File: config.mk
export PLATFORM = sky130hd
export DESIGN_NAME = pipe_hazard_ctrl
export DESIGN_NICKNAME = d
export VERILOG_FILES = /design/src/rtl/pipe_hazard_ctrl.sv
export SDC_FILE = /design/constraint.sdc
export NUM_CORES = 1
export LEC_CHECK = 0
export CORE_MARGIN = 1
export CORE_UTILIZATION = 35
export DETAILED_ROUTE_END_ITERATION = 10
export PLACE_DENSITY = 0.77
export SYNTH_ARGS = -nofsm -noshare
export SYNTH_HDL_FRONTEND = slang
export SYNTH_SLANG_ARGS = --single-unit
File: constraint.sdc
create_clock -name clk -period 2.2 [get_ports clk]
set_input_delay 0.44 -clock clk [delete_from_list [all_inputs] [get_ports clk]]
set_output_delay 0.44 -clock clk [all_outputs]
set_load 0.02 [all_outputs]
File: src/rtl/pipe_hazard_ctrl.sv
// -----------------------------------------------------------------------------
// pipe_hazard_ctrl
//   Central pipeline controller for the 5-stage core. It resolves load-use
//   hazards, instruction-fetch misses, data-memory stalls and taken redirects
//   into PC / IF/ID / ID/EX enable and flush controls. A small FSM plus a
//   down-counter stretches the IF/ID flush over FLUSH_CYCLES cycles after a
//   taken redirect.
//
// Parameters
//   FLUSH_CYCLES  cycles if_id_flush is held after a taken redirect (1..7)
//   REG_ADDR_W    register index width
//
// Ports
//   clk, reset            core clock, synchronous active-high reset
//   id_rs1/id_rs2         ID-stage source registers
//   id_rs1_used/_rs2_used ID instruction actually reads rs1/rs2
//   ex_rd, ex_mem_read    EX destination register, EX is a load
//   ex_redirect           EX resolved a taken branch/jump
//   imem_ready            fetch data valid this cycle
//   dmem_busy             data memory stalls MEM stage
//   pc_write, pc_redirect PC update enable, select EX target as next PC
//   if_id_valid/_flush    IF/ID capture enable / clear
//   id_ex_flush           ID/EX clear (bubble insert)
//   ctrl_state            current FSM state (0 RUN, 1 REDIRECT, 2 MEM_WAIT)
//
// Optional feature (macro PIPE_PERF_CNT_EN)
//   Adds 32-bit wrapping counters stall_cnt (cycles with pc_write=0),
//   flush_cnt (redirects accepted in RUN) and lu_cnt (load-use stall cycles).
// -----------------------------------------------------------------------------
module pipe_hazard_ctrl #(
    parameter int FLUSH_CYCLES = 2,
    parameter int REG_ADDR_W   = 5
) (
    input  logic                  clk,
    input  logic                  reset,
    input  logic [REG_ADDR_W-1:0] id_rs1,
    input  logic [REG_ADDR_W-1:0] id_rs2,
    input  logic                  id_rs1_used,
    input  logic                  id_rs2_used,
    input  logic [REG_ADDR_W-1:0] ex_rd,
    input  logic                  ex_mem_read,
    input  logic                  ex_redirect,
    input  logic                  imem_ready,
    input  logic                  dmem_busy,
    output logic                  pc_write,
    output logic                  pc_redirect,
    output logic                  if_id_valid,
    output logic                  if_id_flush,
    output logic                  id_ex_flush,
    output logic [1:0]            ctrl_state
`ifdef PIPE_PERF_CNT_EN
    ,
    output logic [31:0]           stall_cnt,
    output logic [31:0]           flush_cnt,
    output logic [31:0]           lu_cnt
`endif
);

    typedef enum logic [1:0] {
        ST_RUN      = 2'd0,
        ST_REDIRECT = 2'd1,
        ST_MEM_WAIT = 2'd2,
        ST_ILLEGAL  = 2'd3
    } state_e;

    // Cycles spent in REDIRECT after the RUN cycle that accepted the redirect.
    localparam logic [2:0] FLUSH_LOAD = 3'(FLUSH_CYCLES - 1);

    state_e     state_q, state_d;
    logic [2:0] cnt_q, cnt_d;

    logic load_use;
    logic redirect_taken;   // redirect accepted in RUN this cycle
    logic lu_stall;         // load-use bubble inserted this cycle

    // Register 0 is hard-wired, so a load targeting it never creates a hazard.
    always_comb begin
        load_use = ex_mem_read && (ex_rd != '0) &&
                   ((id_rs1_used && (id_rs1 == ex_rd)) ||
                    (id_rs2_used && (id_rs2 == ex_rd)));
    end

    // NOTE: every signal written here gets a default first, so no path through
    // the case/if tree can leave one unassigned and infer a latch.
    always_comb begin
        state_d        = state_q;
        cnt_d          = cnt_q;
        pc_write       = 1'b0;
        pc_redirect    = 1'b0;
        if_id_valid    = 1'b0;
        if_id_flush    = 1'b0;
        id_ex_flush    = 1'b0;
        redirect_taken = 1'b0;
        lu_stall       = 1'b0;

        // While reset is high the controls stay at 0; the flops clear below.
        if (!reset) begin
            unique case (state_q)
                ST_RUN: begin
                    if (dmem_busy) begin
                        // Freeze everything; a pending redirect stays held in EX.
                        state_d = ST_MEM_WAIT;
                    end else if (ex_redirect) begin
                        // ID holds a wrong-path instruction, so any load-use
                        // match against it is irrelevant.
                        pc_write       = 1'b1;
                        pc_redirect    = 1'b1;
                        if_id_flush    = 1'b1;
                        id_ex_flush    = 1'b1;
                        redirect_taken = 1'b1;
                        if (FLUSH_CYCLES > 1) begin
                            cnt_d   = FLUSH_LOAD;
                            state_d = ST_REDIRECT;
                        end
                    end else if (load_use) begin
                        // One bubble suffices: the load moves on to MEM.
                        id_ex_flush = 1'b1;
                        lu_stall    = 1'b1;
                    end else if (!imem_ready) begin
                        if_id_flush = 1'b1;
                    end else begin
                        pc_write    = 1'b1;
                        if_id_valid = 1'b1;
                    end
                end

                ST_REDIRECT: begin
                    pc_write    = imem_ready;
                    if_id_flush = 1'b1;
                    cnt_d       = cnt_q - 3'd1;
                    if (cnt_q <= 3'd1) begin
                        cnt_d   = '0;
                        state_d = ST_RUN;
                    end
                end

                ST_MEM_WAIT: begin
                    if (!dmem_busy) begin
                        state_d = ST_RUN;
                    end
                end

                default: begin
                    state_d = ST_RUN;
                end
            endcase
        end
    end

    assign ctrl_state = reset ? ST_RUN : state_q;

    // NOTE: sequential state uses non-blocking assignments so every flop
    // samples its _d value from before the edge, independent of block order.
    always_ff @(posedge clk) begin
        if (reset) begin
            state_q <= ST_RUN;
            cnt_q   <= '0;
        end else begin
            state_q <= state_d;
            cnt_q   <= cnt_d;
        end
    end

`ifdef PIPE_PERF_CNT_EN
    logic [31:0] stall_cnt_q, stall_cnt_d;
    logic [31:0] flush_cnt_q, flush_cnt_d;
    logic [31:0] lu_cnt_q,    lu_cnt_d;

    // Counters wrap naturally at 2^32.
    always_comb begin
        stall_cnt_d = stall_cnt_q;
        flush_cnt_d = flush_cnt_q;
        lu_cnt_d    = lu_cnt_q;
        if (!pc_write)      stall_cnt_d = stall_cnt_q + 32'd1;
        if (redirect_taken) flush_cnt_d = flush_cnt_q + 32'd1;
        if (lu_stall)       lu_cnt_d    = lu_cnt_q + 32'd1;
    end

    always_ff @(posedge clk) begin
        if (reset) begin
            stall_cnt_q <= '0;
            flush_cnt_q <= '0;
            lu_cnt_q    <= '0;
        end else begin
            stall_cnt_q <= stall_cnt_d;
            flush_cnt_q <= flush_cnt_d;
            lu_cnt_q    <= lu_cnt_d;
        end
    end

    assign stall_cnt = stall_cnt_q;
    assign flush_cnt = flush_cnt_q;
    assign lu_cnt    = lu_cnt_q;
`endif

endmodule

==> results.txt <==
Total GRT Usage - 0.221
Leak Pwr - 0.388 nW
Setup TNS - -0.0656 ns
Fin Clk Skew - 0.00513 ns
Cts hold-fix bufs - 0
Core area - 1190 um^2
CP Launch Type - input pin
R2R cell count - 6
Internal power - 0.244 mW
Most common cell after layout, fill and taps aside - buf_4
Synth warn - 0
Layout cells sized above 1 - 0.352
Post-synth EDFFs - 0
Vias in the first global route - 572
Worst Path Arrival - 1.80 ns
Slew Limit Headroom - 0.750
H-tree depth - 1
Peak VDD IR - 0.000409 V
Worst endpoint required time - 1.76 ns
FF+latch count, synth - 5
R2R Path Start - cnt_q[1]
Hold violation total from the final report - 0
Worst setup endpoint - id_ex_flush
Post-synthesis sequential area ratio - 0.211
Class of the worst hold path - reg -> reg
Failing checks - negative setup slack
Switching Share - 0.296
Commonest cells after routing, fill and taps aside - buf_4 (12), clkdlybuf4s50_1 (9)
Switch Pwr - 0.103 mW
Syn nets - 85
GRT Residual Overflow - 0
Router iterations before antenna repair - 4
Worst setup EP type - primary output
FF-to-FF End - cnt_q[2]
DP Wirelength - 1.14 mm
Rows - 12
PortBufs - 29
First-pass GRT wire length - 2.31 mm
Fill cells - 95
Cells after Synth - 60
Register share of total power - 0.292
Residual DRC - 0
Vias - 611
Mapped cell area - 475 um^2
Placed insts - 114
ANT cells - 0
Asr flop ratio synth - 0
Status - finished, violations left
Post-route ant nets - 0
Final Critical Period - 2.24 ns
Layout area overhead - 92.1%
FMAX - 447 MHz
Final Routed Wirelength - 1.47 mm
Largest net degree at the start of global routing - 9
Synth unique cells - 27
Unrepaired setup endpoints after global routing - yes
Top FF cell, synth - dfxtp_1
Ports - 30
Least-Margin Pin Slew - 0.366 ns
Die ar. - 1510 um^2
Slew Viols, Final - 0
Initial antenna violation count - 0
Hold slack - 0.529 ns
Power density over the cells - 380 nW/um^2
Die Y - 38.9 um
Mapped Avg Cell Area - 7.92 um^2
Clock Path Buffers - 2
Clock power frac - 0.297
Root Buffer - clkbuf_4
Maxcap violations - 0
Comb pwr share - 0.410
Final Non-Filler Cells - 119
Via density - 5.13
Final period utilization - 1.02
Clock sink count - 5
Nets@finish - 131
Starting DRC count in detailed routing - 10
Final setup violation count - 3
Drt wl/cell - 12.3 um
Clk slew on worst S/H paths - 0.04 ns
CP Class - in -> out
Initial Utilization - 0.401
Die Width - 38.9 um
Reg2Reg Setup Slack - 0.62 ns
Final GP Congestion - 0.725
Clk_lat worst skew - 0.24 ns
Crit path max fanout - 3
Crit path from - ex_rd[1]
Worst setup margin - -0.0393 ns
CTS tree - done
CTS Buf Count - 3
[logic make-up after synthesis]
family,count (synthesis),synth area share
AOI/OAI and AO/OA,16,0.250
buffers and inverters,5,0.0395
DFF,5,0.211
xor gates and xnor gates,10,0.184
adders and majority gates,2,0.0526
and+or+nand+nor,22,0.263
[critical path: stages]
cell,delay [ns]
buf_6,0.10
buf_6,0.11
xor2_1,0.13
nor4_1,0.30
nand3_1,0.14
a21oi_2,0.19
buf_4,0.15
o21a_1,0.12
buf_6,0.11
[area by class of cell]
| class | count | area [um^2] | area share |
|---|---|---|---|
| tap | 14 | 17.5 | 0.0192 |
| timing repair buffer | 42 | 368 | 0.403 |
| multi-input combinational | 50 | 387 | 0.423 |
| sequential | 5 | 100 | 0.110 |
| clock buffer | 4 | 26.3 | 0.0288 |
| inverter | 4 | 15.0 | 0.0164 |
[worst min-delay path by stage]
stage / startpoint / endpoint / slack [ns] / cells after the start
2_1_floorplan: cnt_q[2] / cnt_q[2] / 0.47 / 2
3_5_place_dp: cnt_q[2] / cnt_q[2] / 0.52 / 2
6_report: cnt_q[1] / cnt_q[1] / 0.53 / 2
3_3_place_gp: cnt_q[2] / cnt_q[2] / 0.50 / 2
4_1_cts: cnt_q[2] / cnt_q[2] / 0.53 / 2
5_1_grt: cnt_q[1] / cnt_q[1] / 0.55 / 2
[per-layer routing]
metal	GRT usage	vias up	part of all wire
li1	-	305	-
met3	0.0520	0	0.033
met4	0.0517	0	0
met2	0.396	19	0.56
met5	0	-	0
met1	0.260	287	0.41
[power by group through the flow]
stage               Clock, mW  Sequential, mW  Combinational [mW]
floorplan                   0           0.102              0.0573
global placement            0           0.102               0.140
detailed placement          0           0.103               0.142
CTS                     0.106           0.101               0.135
global route            0.116           0.102               0.155
finish                  0.103           0.101               0.142
[what timing repair did]
action	4_1_cts	5_1_grt
endpoints found under the setup margin	7	5
hold endpoints to repair	0	0
buffers inserted	1	0
resized for setup	61	9
pin swaps	15	8
[flip-flops by register name (all words and copies together) (netlist names)]
register,count
state_q,2
cnt_q,3
[stage by stage]
step           worst slack (ns)  instance area [um^2]  utilization  power (mW)
6_report                -0.0393                   913        0.770       0.347
5_1_grt                  -0.120                   913        0.770       0.373
2_1_floorplan            0.0446                   475            -       0.160
4_1_cts                  -0.119                   885        0.746       0.342
3_5_place_dp             -0.881                   870        0.733       0.245
3_3_place_gp             -0.847                   870        0.733       0.242
[cell usage after synthesis, types with 2 or more instances]
master / instances / area share
a21oi_1: 6 / 0.063
dfxtp_1: 5 / 0.21
ha_1: 2 / 0.053
inv_1: 4 / 0.032
nand2b_1: 3 / 0.039
nand3_1: 2 / 0.021
nor2_1: 6 / 0.047
nor3_1: 2 / 0.021
nor4_1: 3 / 0.039
o21ai_0: 2 / 0.021
xnor2_1: 2 / 0.037
xor2_1: 8 / 0.15
(Power assumes the default switching activity.)
==> edit 1 (same flow settings) <==
Set the parameter `REG_ADDR_W` to 4 (it was 5).
--- a/src/rtl/pipe_hazard_ctrl.sv
+++ b/src/rtl/pipe_hazard_ctrl.sv
@@ -29,7 +29,7 @@
 // -----------------------------------------------------------------------------
 module pipe_hazard_ctrl #(
     parameter int FLUSH_CYCLES = 2,
-    parameter int REG_ADDR_W   = 5
+    parameter int REG_ADDR_W   = 4
 ) (
     input  logic                  clk,
     input  logic                  reset,
Ports: changed (resized ex_rd, id_rs1 and id_rs2); port bits go from 30 to 27. The function was not compared with the original's and may differ.
==> edit 1 against the unedited design <==
  * Die area fell by 8.5%
  * Utilization is 6.4 points lower
  * Synthesized area decreased by 8.9%
  * Final area down 13%
  * Sequential cell count unchanged
  * Total power is 5.1% lower
  * Routed wire length shrank 16%
  * Worst setup slack improved by 130 ps
  * Hold slack worse by 15 ps
  * Clock power is 5% higher
  * Critical path type unchanged
  * Largest power group unchanged
==> edit 1: results (changes against the unedited design) <==
| Metric | Value |
|---|---|
| Multi-input gates | `49 (was 50)` |
| Top Metal Used | `met4 (was met3)` |
| Status | `complete, no violations (was finished, violations left)` |
| Design Power | `329 uW (was 347 uW)` |
| WL met1 | `540 um (was 595 um)` |
| Top-area cell type share of the netlist area | `23.1% (was 21.1%)` |
| Met1 Use GR | `23.6% (was 26.0%)` |
| DPL Wire Length | `970 um (was 1140 um)` |
| Inverters | `3 (was 4)` |
| Synth top area cells | `dfxtp_1, xor2_1, nor2_1 (was dfxtp_1, xor2_1, a21oi_1)` |
| Vias in the first global route | `466 (was 572)` |
| Hold WS | `514 ps (was 529 ps)` |
| Via density | `5.12 (was 5.13)` |
| Routability cong. | `0.773 (was 0.725)` |
| Metal2 WL | `587 um (was 821 um)` |
| Number of antenna cells inserted | `0 (unchanged)` |
| Area after DPL | `751 sq um (was 870 sq um)` |
| Largest net degree at the start of global routing | `8 (was 9)` |
| Worst Clk Skew | `2.46 ps (was 5.13 ps)` |
| Syn nets | `80 (was 85)` |
| CP max stage delay | `230 ps (was 300 ps)` |
| Hold EP | `state_q[0] (was cnt_q[1])` |
| Combinational Power Share | `36.5% (was 41.0%)` |
| Most common cell in the netlist | `nor2_1 (was xor2_1)` |
| Met3 wire len | `76 um (was 48 um)` |
| Fraction of layout cells with a size suffix above 1 | `25.8% (was 35.2%)` |
| Overall routed net length | `1230 um (was 1470 um)` |
| GR Layer Usage met3 | `6.71% (was 5.20%)` |
| Area delta synth->final | `83.5% (was 92.1%)` |
| Footprint of the multi-input gates | `358 sq um (was 387 sq um)` |
| Clock share of power | `32.7% (was 29.7%)` |
| Nonclk buf count | `32 (was 42)` |
| Lkg Pwr | `0.000364 uW (was 0.000388 uW)` |
| GR Util met2 | `31.6% (was 39.6%)` |
| Post-Place Worst Slack | `-631 ps (was -881 ps)` |
| Syn_area_per_cell | `7.46 sq um (was 7.92 sq um)` |
| Slew @ Worst Pin | `377 ps (was 366 ps)` |
| Layout Nets | `116 (was 131)` |
| Synth Area in XOR/XNOR | `16.2% (was 18.4%)` |
| Sw Ratio | `30.1% (was 29.6%)` |
| Crit path DAT | `1670 ps (was 1800 ps)` |
| Design area | `795 sq um (was 913 sq um)` |
| Hold Crit Start | `state_q[0] (was cnt_q[1])` |
| Compound-cell area share of the yosys netlist | `22.5% (was 25.0%)` |
| Clock-cell share | `3.31% (was 2.88%)` |
| IR drop worst, VDD | `0.286 mV (was 0.409 mV)` |
| Post-Synth Adder-Cell Area | `5.78% (was 5.26%)` |
| R2R Setup Slk | `590 ps (was 620 ps)` |
edit 1: changes by cell type in the layout (fill, tap and decap cells not counted), sizes merged, moves of 2 or more:
cell / delta
nor2: +2
nor3: +2
xor2: -2
a2111oi: -2
dlygate4sd2: +3
a21oi: -2
nor4: -2
nand2: +3
dlymetal6s2s: +2
clkdlybuf4s15: -4
buf: -12
edit 1: worst max path at each step:
stage	slack, ps	start	endpoint	cells past startpoint
2_1_floorplan	250	ex_rd[0]	if_id_flush	3
3_3_place_gp	-610	ex_rd[1]	id_ex_flush	7
3_5_place_dp	-630	ex_rd[1]	id_ex_flush	7
4_1_cts	3	ex_rd[2]	id_ex_flush	6
5_1_grt	-5	ex_rd[1]	if_id_flush	7
6_report	90	ex_rd[1]	id_ex_flush	7
edit 1: timing repair:
action / CTS / global route
endpoints found under the setup margin: 6 / 6
pin swaps: 7 / 3
setup buffers: 0 / 0
resized for setup: 31 / 18
==> edit 2 (config.mk and constraints unchanged) <==
Without the edit above. Register the output `pc_redirect`, with the module's reset; this adds one clock of latency there. The other outputs are not delayed to match.
--- a/src/rtl/pipe_hazard_ctrl.sv
+++ b/src/rtl/pipe_hazard_ctrl.sv
@@ -66,6 +66,8 @@
     // Cycles spent in REDIRECT after the RUN cycle that accepted the redirect.
     localparam logic [2:0] FLUSH_LOAD = 3'(FLUSH_CYCLES - 1);
 
+    logic pc_redirect_d;
+
     state_e     state_q, state_d;
     logic [2:0] cnt_q, cnt_d;
 
@@ -86,7 +88,7 @@
         state_d        = state_q;
         cnt_d          = cnt_q;
         pc_write       = 1'b0;
-        pc_redirect    = 1'b0;
+        pc_redirect_d  = 1'b0;
         if_id_valid    = 1'b0;
         if_id_flush    = 1'b0;
         id_ex_flush    = 1'b0;
@@ -104,7 +106,7 @@
                         // ID holds a wrong-path instruction, so any load-use
                         // match against it is irrelevant.
                         pc_write       = 1'b1;
-                        pc_redirect    = 1'b1;
+                        pc_redirect_d  = 1'b1;
                         if_id_flush    = 1'b1;
                         id_ex_flush    = 1'b1;
                         redirect_taken = 1'b1;
@@ -193,5 +195,13 @@
     assign lu_cnt    = lu_cnt_q;
 `endif
 
+    always_ff @(posedge clk) begin
+        if (reset) begin
+            pc_redirect <= '0;
+        end else begin
+            pc_redirect <= pc_redirect_d;
+        end
+    end
+
 endmodule
 
Check against the original RTL: not equivalent (a bounded check fails within 4 cycles, from zero or initial values and one cycle with reset high).
==> edit 2 against the unedited design <==
  * Worst setup slack gained 89 ps
  * Sequential cell count up 1
  * First-iteration DRC count down 80%
  * Critical path depth down 2
  * Synthesized area up 6.3%
  * Final area is 4.7% higher
  * Routed wire length up 11%
  * Total power grew 9.2%
==> edit 2: results (changes against the unedited design) <==
| Metric | Value |
|---|---|
| Status | `complete, no violations (was finished, violations left)` |
| CP Launch Point | `id_rs2[3] (was ex_rd[1])` |
| Metal2 WL | `861 um (was 821 um)` |
| Highest-delay cell along the critical path | `clkdlybuf4s50_1 (was nor4_1)` |
| Layout Nets | `133 (was 131)` |
| Syn nets | `87 (was 85)` |
| Met1 Use GR | `24.2% (was 26.0%)` |
| Cells after Synth | `62 (was 60)` |
| Synth top area cells | `dfxtp_1, xnor2_1, ha_1 (was dfxtp_1, xor2_1, a21oi_1)` |
| IR drop worst, VDD | `0.207 mV (was 0.409 mV)` |
| Post-synth top cells | `xnor2_1, dfxtp_1, o21ai_0, inv_1, nor2_1 (was xor2_1, a21oi_1, nor2_1, dfxtp_1, inv_1)` |
| Tot GR Track Use | `23.1% (was 22.1%)` |
| Post-CTS setup buffer count | `0 (was 1)` |
| R2R Setup Slk | `690 ps (was 620 ps)` |
| DPL Wire Length | `1240 um (was 1140 um)` |
| Post-synthesis sequential area ratio | `23.8% (was 21.1%)` |
| Crit path capture | `if_id_valid (was id_ex_flush)` |
| H-tree depth | `1 (unchanged)` |
| Lkg Pwr | `0.000472 uW (was 0.000388 uW)` |
| Hold EP | `cnt_q[2] (was cnt_q[1])` |
| Top Metal Used | `met4 (was met3)` |
| First-pass GRT wire length | `2370 um (was 2310 um)` |
| Slew margin rel. | `83.0% (was 75.0%)` |
| Fraction of layout cells with a size suffix above 1 | `29.2% (was 35.2%)` |
| Worst Clk Skew | `3.83 ps (was 5.13 ps)` |
| Placed Instances | `118 (was 114)` |
| Met3 wire len | `92 um (was 48 um)` |
| Vias in the first global route | `604 (was 572)` |
| WL/cell | `13.4 um (was 12.3 um)` |
| GR Layer Usage met3 | `3.33% (was 5.20%)` |
| CP max stage delay | `420 ps (was 300 ps)` |
| WL met1 | `625 um (was 595 um)` |
| Pre-antenna DRT Iters | `3 (was 4)` |
| Vias | `633 (was 611)` |
| Routability cong. | `0.741 (was 0.725)` |
==> edit 2: cell count changes after synthesis, sizes merged, moves of 3 or more <==
cell	before	now
xor2	8	0
xnor2	2	10
nand2b	3	0
nand2	0	3
a21oi	7	3
o21ai	3	6
==> edit 2: timing repair <==
| action | CTS | global route |
|---|---|---|
| cloned | 0 | 0 |
| endpoints found under the setup margin | 5 | 4 |
| endpoints found under the hold margin | 0 | 0 |
| gates resized for setup | 39 | 16 |
| pin swaps | 7 | 12 |
==> edit 2: cells by family after synthesis <==
family,after synthesis,synth area share (%)
buf+inv,5,3.96
flops,6,23.8
fa+ha+maj,2,4.95
xor+xnor,10,17.3
mux,1,2.23
simple gates,19,21.3
compound gates,19,26.5
==> edit 2: metrics by stage <==
stage / TNS, ps / total power, uW / setup slack [ps] / hold slack [ps] / cell area [sq um]
floorplan: 0 / 183 / 168 / 474 / 505
global placement: -2610 / 268 / -678 / 496 / 907
detailed placement: -2860 / 273 / -750 / 515 / 907
CTS: -19.3 / 378 / -11.5 / 525 / 913
global route: 0 / 397 / 8.97 / 568 / 956
finish: 0 / 379 / 49.6 / 530 / 956
==> edit 2: cell type report <==
cell class / count / area [sq um] / area share (%)
clock buffers: 3 / 22.5 / 2.36
inverters: 4 / 15.0 / 1.57
multi-input cells: 51 / 399 / 41.8
flip-flops and latches: 6 / 120 / 12.6
well taps: 15 / 18.8 / 1.96
repair buffers: 42 / 380 / 39.8
==> edit 2: worst reg2reg max path, cell delays in order (launching register included) <==
cell and delay, ps:
dfxtp_1 350, inv_1 70, ha_1 170, o21ba_2 250, o21ai_1 70, or4_1 400
a21oi_1 140
==> edit 2: where the power goes <==
group | switching (uW) | internal [uW]
sequential | 4.57 | 114
combinational | 65.7 | 86.6
clock | 45.5 | 62.1
